File: config.mk
export PLATFORM = sky130hd
export DESIGN_NAME = fir_config_tx
export DESIGN_NICKNAME = d
export VERILOG_FILES = /design/src/rtl/fir_cfg_pkg.sv /design/src/rtl/fir_coef_image.sv /design/src/rtl/fir_config_tx.sv
export SDC_FILE = /design/constraint.sdc
export NUM_CORES = 1
export LEC_CHECK = 0
export BUFFER_PORTS_ARGS = -buffer_cell sky130_fd_sc_hd__buf_4
export CORE_UTILIZATION = 30
export CTS_BUF_LIST = sky130_fd_sc_hd__clkbuf_8
export DETAILED_ROUTE_END_ITERATION = 8
export HOLD_SLACK_MARGIN = 0.1
export MAX_ROUTING_LAYER = met4
export PLACE_DENSITY_LB_ADDON = 0.15
export SYNTH_ARGS = -nofsm -noshare
export SYNTH_HDL_FRONTEND = slang
export SYNTH_SLANG_ARGS = --single-unit
File: constraint.sdc
create_clock -name clk -period 4.2 [get_ports clk]
set_input_delay 0 -clock clk [delete_from_list [all_inputs] [get_ports clk]]
set_output_delay 0 -clock clk [all_outputs]
set_load 0.03 [all_outputs]
File: src/rtl/fir_cfg_pkg.sv
// Shared constants, FSM state type and byte-order helper for the FIR
// coefficient configuration transmitter.
package fir_cfg_pkg;

  localparam int N_COEF  = 16;
  localparam int N_BYTES = 17;
  localparam int COEF_W  = 8;
  localparam int TAP_W   = 4;

  localparam logic [4:0] ADDR_TAP = 5'd16;
  localparam logic [4:0] K_LAST   = 5'(N_BYTES - 1);

  typedef enum logic [2:0] {
    IDLE,
    SETUP,
    SEND,
    GAP,
    HOLD,
    FIN
  } state_t;

  // Byte 0 carries the tap count; bytes 1..16 carry h_15 down to h_0 so the
  // receiver chain ends with h_0 nearest the input.
  function automatic logic [4:0] byte_index(input logic [4:0] k);
    if (k == 5'd0) return ADDR_TAP;
    return 5'(N_COEF) - k;
  endfunction

endpackage

File: src/rtl/fir_coef_image.sv
// Local coefficient/tap image with write port and read-by-index port.
// FIR_CONFIG_TX_SHADOW_EN adds a staging image copied to the active image on load.
module fir_coef_image
  import fir_cfg_pkg::*;
#(
  parameter logic [COEF_W-1:0] COEF_RST = 8'h40,
  parameter logic [TAP_W-1:0]  TAP_RST  = 4'd15
) (
  input  logic              clk,
  input  logic              rst,
  input  logic              wr_en,
  input  logic [4:0]        wr_addr,
  input  logic [COEF_W-1:0] wr_data,
`ifdef FIR_CONFIG_TX_SHADOW_EN
  input  logic              load,
`else
  input  logic              busy,
`endif
  input  logic [4:0]        rd_idx,
  output logic [COEF_W-1:0] rd_data
);

  logic [COEF_W-1:0] coef [N_COEF];
  logic [TAP_W-1:0]  tap;

`ifdef FIR_CONFIG_TX_SHADOW_EN
  logic [COEF_W-1:0] stg_coef     [N_COEF];
  logic [COEF_W-1:0] stg_coef_nxt [N_COEF];
  logic [TAP_W-1:0]  stg_tap;
  logic [TAP_W-1:0]  stg_tap_nxt;

  // The load copies the staging image including a write in the same cycle.
  always_comb begin
    stg_coef_nxt = stg_coef;
    stg_tap_nxt  = stg_tap;
    if (wr_en) begin
      if (wr_addr < ADDR_TAP) stg_coef_nxt[wr_addr[3:0]] = wr_data;
      else if (wr_addr == ADDR_TAP) stg_tap_nxt = wr_data[TAP_W-1:0];
    end
  end

  always_ff @(posedge clk) begin
    if (rst) begin
      for (int i = 0; i < N_COEF; i++) begin
        stg_coef[i] <= COEF_RST;
        coef[i]     <= COEF_RST;
      end
      stg_tap <= TAP_RST;
      tap     <= TAP_RST;
    end else begin
      stg_coef <= stg_coef_nxt;
      stg_tap  <= stg_tap_nxt;
      if (load) begin
        coef <= stg_coef_nxt;
        tap  <= stg_tap_nxt;
      end
    end
  end
`else
  always_ff @(posedge clk) begin
    if (rst) begin
      for (int i = 0; i < N_COEF; i++) coef[i] <= COEF_RST;
      tap <= TAP_RST;
    end else if (wr_en && !busy) begin
      if (wr_addr < ADDR_TAP) coef[wr_addr[3:0]] <= wr_data;
      else if (wr_addr == ADDR_TAP) tap <= wr_data[TAP_W-1:0];
    end
  end
`endif

  assign rd_data = (rd_idx == ADDR_TAP) ? {{(COEF_W-TAP_W){1'b0}}, tap} : coef[rd_idx[3:0]];

endmodule

File: src/rtl/fir_config_tx.sv
// Serializes the coefficient image into the FIR config shift chain as 17 strobed bytes.
// Optional FIR_CONFIG_TX_SHADOW_EN: double-buffered image so writes never disturb a transfer.
module fir_config_tx
  import fir_cfg_pkg::*;
#(
  parameter int                PULSE_GAP = 1,
  parameter logic [COEF_W-1:0] COEF_RST  = 8'h40,
  parameter logic [TAP_W-1:0]  TAP_RST   = 4'd15
) (
  input  logic              clk,
  input  logic              rst,
  input  logic              wr_en,
  input  logic [4:0]        wr_addr,
  input  logic [COEF_W-1:0] wr_data,
  input  logic              start,
  output logic              busy,
  output logic              done,
  output logic              config_enable,
  output logic              config_data_enable,
  output logic [COEF_W-1:0] data_in
);

  localparam logic [3:0] GAP_LD = 4'(PULSE_GAP);

  state_t            state, state_nxt;
  logic [4:0]        k, k_nxt;
  logic [3:0]        gap_cnt, gap_nxt;
  logic              busy_nxt, done_nxt, ce_nxt, cde_nxt;
  logic [COEF_W-1:0] din_nxt;
  logic [4:0]        rd_idx;
  logic [COEF_W-1:0] rd_data;

  fir_coef_image #(
    .COEF_RST (COEF_RST),
    .TAP_RST  (TAP_RST)
  ) u_image (
    .clk     (clk),
    .rst     (rst),
    .wr_en   (wr_en),
    .wr_addr (wr_addr),
    .wr_data (wr_data),
`ifdef FIR_CONFIG_TX_SHADOW_EN
    .load    (start && (state == IDLE)),
`else
    .busy    (busy),
`endif
    .rd_idx  (rd_idx),
    .rd_data (rd_data)
  );

  // Outputs are computed from the next state and registered with it.
  always_ff @(posedge clk) begin
    if (rst) begin
      state              <= IDLE;
      k                  <= 5'd0;
      gap_cnt            <= 4'd0;
      busy               <= 1'b0;
      done               <= 1'b0;
      config_enable      <= 1'b0;
      config_data_enable <= 1'b0;
      data_in            <= '0;
    end else begin
      state              <= state_nxt;
      k                  <= k_nxt;
      gap_cnt            <= gap_nxt;
      busy               <= busy_nxt;
      done               <= done_nxt;
      config_enable      <= ce_nxt;
      config_data_enable <= cde_nxt;
      data_in            <= din_nxt;
    end
  end

  always_comb begin
    state_nxt = state;
    k_nxt     = k;
    gap_nxt   = gap_cnt;
    case (state)
      IDLE: if (start) begin
        state_nxt = SETUP;
        k_nxt     = 5'd0;
      end
      SETUP: state_nxt = SEND;
      SEND: begin
        if (k == K_LAST) state_nxt = HOLD;
        else if (GAP_LD == 4'd0) k_nxt = k + 5'd1;
        else begin
          state_nxt = GAP;
          gap_nxt   = GAP_LD;
        end
      end
      GAP: begin
        if (gap_cnt <= 4'd1) begin
          state_nxt = SEND;
          k_nxt     = k + 5'd1;
        end else gap_nxt = gap_cnt - 4'd1;
      end
      HOLD:    state_nxt = FIN;
      FIN:     state_nxt = IDLE;
      default: state_nxt = IDLE;
    endcase
  end

  always_comb begin
    rd_idx   = byte_index(k_nxt);
    busy_nxt = (state_nxt != IDLE);
    ce_nxt   = (state_nxt == SETUP) || (state_nxt == SEND) ||
               (state_nxt == GAP) || (state_nxt == HOLD);
    cde_nxt  = (state_nxt == SEND);
    done_nxt = (state_nxt == FIN);
    din_nxt  = cde_nxt ? rd_data : '0;
  end

endmodule

* Yosys cells after proc, flatten, opt, wreduce, memory -nomap -nowiden
Memory sizes are Yosys's and may differ from the RTL's. Cells that the tools add are included.
Storage, ports and cells: bits in writable memories 128, output and inout port bits 12, register bits 28, input bits 17, logic and storage cells 69, memories kept 1
Cells by class: eq/ne operators 14, reduce and logical (&&, ||, !) cells 14, multiplexer cells 23, add/sub/neg operators 3, $lt $le $gt $ge 2, bitwise gates (word level) 2
Memory list:
- u_image.coef | words 16, width 8, read ports 1, clocked after memory_dff 0, write ports 16, RTL line fir_coef_image.sv:23 | logic [COEF_W-1:0] coef [N_COEF];
Operators with widths (count):
- 5-bit two-way mux | 4
- 4-bit two-way mux | 4
- 5-bit == test, second input constant | 3
- 3-bit case mux with 5 select lines | 1
- 3-bit by 2-bit == test with 1-bit output, second input constant | 4
- 5-bit case mux with 2 select lines | 1
- 3-bit == test, second input constant | 3
- 3-bit two-way mux | 3
- 1-bit two-way mux | 8
- 8-bit two-way mux | 1
- 4-bit case mux with 2 select lines | 1
- 8-bit OR reduction | 1
- 3-bit by 1-bit == test with 1-bit output, second input constant | 2
- 3-bit AND reduction | 2
- 5-bit by 1-bit adder with 5-bit output, second input constant | 1
- 5-bit zero test | 1
- 5-bit less-than comparator, second input constant | 1
- 5-bit subtractor, first input constant | 1
- 4-bit by 1-bit less-or-equal comparator with 1-bit output, second input constant | 1
- 2-bit inequality test, second input constant | 2
- 4-bit by 1-bit subtractor with 4-bit output, second input constant | 1
- 3-bit zero test | 1
- 1-bit logical OR | 3
- 3-bit nonzero test | 1
- other kinds (6) | 7

* Depth between registers and ports, before layout
depth in word-level cells 8, gate-level depth with buffers 16, gate-level depth less buffers 15

* By module
Synthesis repeated with hierarchy kept, for this count alone.
Second synthesis, totals: cells, all modules 559, area total of the unflattened synthesis 7360.8 um^2
By module, submodules not included:
- fir_coef_image | times used 1, area an instance 6204.7 um^2, sequential area each 3923.8 um^2, cells an instance 439
- fir_config_tx | times used 1, area an instance 1156.1 um^2, sequential area each 480.5 um^2, cells an instance 120

* Least setup slack after synthesis
Ideal clock, no wire load.
path kind reg-to-reg, start point register gap_cnt[0], end point register data_in[1], setup slack 0.776 ns, path buffers 4, stages on the path, launching flop included 14, library setup time 0.129 ns, data required time 4.071 ns, clock period less this slack 3.424 ns, arrival 3.294 ns, cells stage by stage dfxtp_1 -> inv_1 -> ha_1 -> nor2_1 -> o2111ai_1 -> o221a_4 -> buf_6 -> buf_6 -> ha_1 -> clkbuf_1 -> clkbuf_1 -> mux4_2 -> mux2i_1 -> o32ai_2
Between the ends: cells in the longest elaborated chain, start to end 8, elaborated cells on any way between the ends 15, classes of those cells add/sub (1); order compare (1); eq/ne (2); mux (7); bitwise (1); reduce/logical (2); memory (1)
Ends and longest elaborated chain:
- start: declaration | RTL line fir_config_tx.sv:27 | logic [3:0] gap_cnt, gap_nxt;
- start signal: assignment | RTL line fir_config_tx.sv:65 | gap_cnt <= gap_nxt;
- 4-bit by 1-bit less-or-equal comparator with 1-bit output (*) | RTL line fir_config_tx.sv:93 | if (gap_cnt <= 4'd1) begin
- parallel branches: the longest is 7 deep, another holds memory read 16 x 8 bit
- end signal: assignment | RTL line fir_config_tx.sv:70 | data_in <= din_nxt;
- end: declaration | RTL line fir_config_tx.sv:20 | output logic [COEF_W-1:0] data_in
Every way passes the cells marked *. A chain may end at the register's enable or synchronous reset.

* Worst setup path after layout
Ends and elaborated chain as after synthesis.

==> impl_summary.md <==
Run status
The run finished with clean final reports.

Detailed routing
Dividing the detail-routed via count by the number of cells gives 4.82. The number of nets with antenna violations after routing is 0. The total detailed-routing wirelength is 17,800 um. For this run, design rule violations remaining after detail routing come to 0. Before antenna repair, the detailed router went through 7 iterations. Dividing the detail-routed wire length by the instance count gives 19.5 um.

The via total after detailed routing is 4,393. The iteration-0 DRC count of the detailed router is 223.

Synthesis
The post-synthesis instance area is 7340 sq um. Synthesis inferred 156 register bits. The share of the synthesized area in the top cell type is 0.524. In this run, synthesis inferred 128 flip-flops with an integrated enable. For this run, the leading register cell type out of synthesis is sky130_fd_sc_hd__edfxtp_1. By count the netlist is led by 128 x sky130_fd_sc_hd__edfxtp_1, 99 x sky130_fd_sc_hd__and2_1, 40 x sky130_fd_sc_hd__nor2_1.

Ranked by total cell area, the synthesized netlist is headed by sky130_fd_sc_hd__edfxtp_1 52%, sky130_fd_sc_hd__and2_1 8.4%, sky130_fd_sc_hd__mux4_2 7.7%, sky130_fd_sc_hd__dfxtp_1 7.6%, sky130_fd_sc_hd__mux2i_1 2.2%. The number of different library cells used by synthesis comes to 51. The fraction of the yosys area taken by sequential cells is 0.600.

The number of nets handed over by synthesis was 567. The number of standard cells after synthesis is 543. The most common cell in the netlist is sky130_fd_sc_hd__edfxtp_1. The synthesized area per cell is 13.5 sq um.

The fraction of synthesis flops using an asynchronous set or reset pin is 0. Of all cell types, the one taking the most synthesized area is sky130_fd_sc_hd__edfxtp_1. The number of warnings reported in the yosys synthesis log is 0.

Worst setup path
The startpoint of the worst register-to-register path is gap_cnt[0]. The peak fanout along the critical path is 14. The standard cell with the maximum stage delay on the critical path is sky130_fd_sc_hd__mux2_1.

Walking the worst path, the cells encountered are inv_1, ha_1, o21ai_0, nand3_1, a21oi_1, a21oi_1, ha_2, and3_1, ha_1, nor2_1, mux2_1, buf_4, mux2i_1, o32ai_2. In this run the critical register-to-register path is captured at data_in[1]. The cell family contributing the most delay on the critical path is multiplexers. In this design, the stage delay of the slowest critical-path cell is 0.54 ns.

The type of element launching the critical path is a flop. The arrival time at the worst endpoint is 4.02 ns. Data on the critical path is required at its endpoint by 4.52 ns.

The critical path in this run is classified as flop to flop. Counting both buffers and inverters, the worst setup path holds a total of 2. The type of element capturing the critical path is a flop. The worst register-to-register path has a depth of 14. The setup slack on the worst flop-to-flop path is 0.50 ns.

Cells and area
Compared with the post-synthesis result, the final layout area differs by 14.5%. In the final layout, the share of cells above drive strength 1 is 0.226. The number of antenna cells inserted is 0.

The total of fill cells in the finished design is 2,312. The final layout contains 603 nets.

Global route
The first global-routing pass estimated 27,000 um of wire. Entering global routing, the biggest net connects 43 pins. The aggregate global-route resource usage is 0.156.

The via count of the first global-routing pass is 4,497. The number of antenna violations at the first check in global routing is 0. The overflow left after global routing is 0.

Clocking
Once the clock tree was built, the resizer swapped 0 gates to a different size. The post-CTS setup buffer count is 0. Counting the buffers created by CTS gives 17. The clock root buffer is sky130_fd_sc_hd__clkbuf_8. The number of buffers added to fix hold violations after cts is 13. The maximum number of buffers from clock root to sink is 2. TritonCTS built the clock tree. The depth of the CTS H-tree is 4. Clock latency on the worst-skew pair, taken at its later pin, is 0.46 ns. After clock tree synthesis, the clock-pin slew on the worst setup and hold paths is 0.09 ns.

The tree built by TritonCTS fans out to 156 sinks.

Worst hold path
Along the worst hold path, the cell count comes to 3. The path class of the tightest hold or removal check is primary input to flop. The hold path startpoint is wr_addr[4]. The hold path endpoint is u_image.tap[3].

STA
For the pin with the worst max-slew slack, the measured transition is 0.646 ns. The hold violation count in the final report is 0. Once routing completed, OpenROAD measured the worst setup slack at 0.500 ns. Setup repair after global routing left no endpoint under its margin.

Derived from the worst setup path, the maximum achievable clock frequency is 270 MHz. The accumulated negative setup slack is 0 ns. In the finished design, the share of the clock period the worst path needs comes to 0.881. Setup violations remaining at the end of the flow were counted as 0. The shortest period the worst path allows is 3.70 ns. Measured against its own limit, the worst slew margin works out to 0.566. The number of pins exceeding their max-slew limit in the final report was 0. The final worst clock skew is 0.0242 ns.

Floorplanning
In this run the vertical extent of the chip is 158 um. The width of the die is 158 um. The number of cell rows is 56. 29 I/O pins were placed.

The core region is 23,800 sq um. The die covers 25,100 sq um. For this configuration, the core starts out at a cell density of 0.309.

Placed design
In this run the tool buffered the top-level ports with 28 buffer cells. The worst setup timing slack at the placement stage is 0.463 ns. The placed wire-length estimate is 12,200 um. The final RePlAce weighted congestion is 0.807.

Power
The ratio of total power to cell area is 391 nW/um^2. The maximum VDD drop is 0.000144 V. The analysis attributes to cell leakage a power of 2.92 nW.

Flow run
The reported max-cap violation count is 0.
## layer usage
metal | vias to the layer above | GRT usage | part of all wire
met5 | - | - | 0
met1 | 2228 | 0.199 | 0.47
met2 | 78 | 0.247 | 0.48
li1 | 2072 | - | -
met4 | 0 | 0.0591 | 0.020
met3 | 15 | 0.0280 | 0.027
## worst min-delay path, stage by stage
cell	delay (ns)
sky130_fd_sc_hd__buf_4	0.11
sky130_fd_sc_hd__nand3_1	0.29
sky130_fd_sc_hd__a211o_1	0.18
## worst max-delay path by stage
stage                     startpoint         end  slack (ns)  cells past startpoint
after floorplan           gap_cnt[0]  data_in[1]        0.78                     13
after global placement    gap_cnt[0]  data_in[1]        0.55                     14
after detailed placement  gap_cnt[0]  data_in[1]        0.46                     14
after CTS                 gap_cnt[0]  data_in[1]        0.42                     14
after global routing      gap_cnt[0]  data_in[2]        0.16                     14
final                     gap_cnt[0]  data_in[1]        0.50                     14
## layout make-up
class                      count  area [sq um]  share of cell area
clock inverter                15           185              0.0220
sequential                   156          4400               0.524
multi-input combinational    346          2750               0.327
timing repair buffer          48           393              0.0468
inverter                      10          37.5             0.00447
clock buffer                  17           234              0.0278
tap                          319           399              0.0475
## sequential cells by signal, summed over array words and instances (netlist names)
name	cells
done	1
busy	1
gap_cnt	4
config_enable	1
config_data_enable	1
k	5
u_image.coef	128
state	3
data_in	8
u_image.tap	4
## cell families after synthesis
kind of cell | share of synthesized area
compound gates | 0.0506
buf+inv | 0.0259
fa+ha+maj | 0.0119
simple gates | 0.189
flops | 0.600
mux | 0.120
xor+xnor | 0.00239
## metrics by stage
step / util / instance area [sq um] / cells / hold slack (ns) / power (W)
2_1_floorplan: - / 7340 / 543 / 0.0805 / 0.00199
3_3_place_gp: 0.331 / 7850 / 866 / 0.356 / 0.00211
3_5_place_dp: 0.331 / 7850 / 866 / 0.359 / 0.00211
4_1_cts: 0.354 / 8400 / 911 / 0.135 / 0.00332
5_1_grt: 0.354 / 8400 / 911 / 0.191 / 0.00340
6_report: 0.354 / 8400 / 911 / 0.156 / 0.00328
## power breakdown
group	total, W	internal (W)	switching [W]	leakage [nW]
combinational	0.000323	0.000128	0.000195	1.22
sequential	0.00175	0.00172	0.0000305	1.49
clock	0.00121	0.000598	0.000610	0.207
total	0.00328	0.00245	0.000836	2.92
## cells in the final DEF, fill, tap and decap left out, drive strengths merged, types with 9 or more instances in the layout
cell type	count
nor3	18
dfxtp	28
nor2	40
mux2i	16
mux2	14
or2	17
or3	14
buf	35
mux4	25
edfxtp	128
dlygate4sd3	13
nand2	11
and2	99
a21oi	9
clkbuf	17
inv	17
Note: power is estimated with default switching activity, not from simulation.
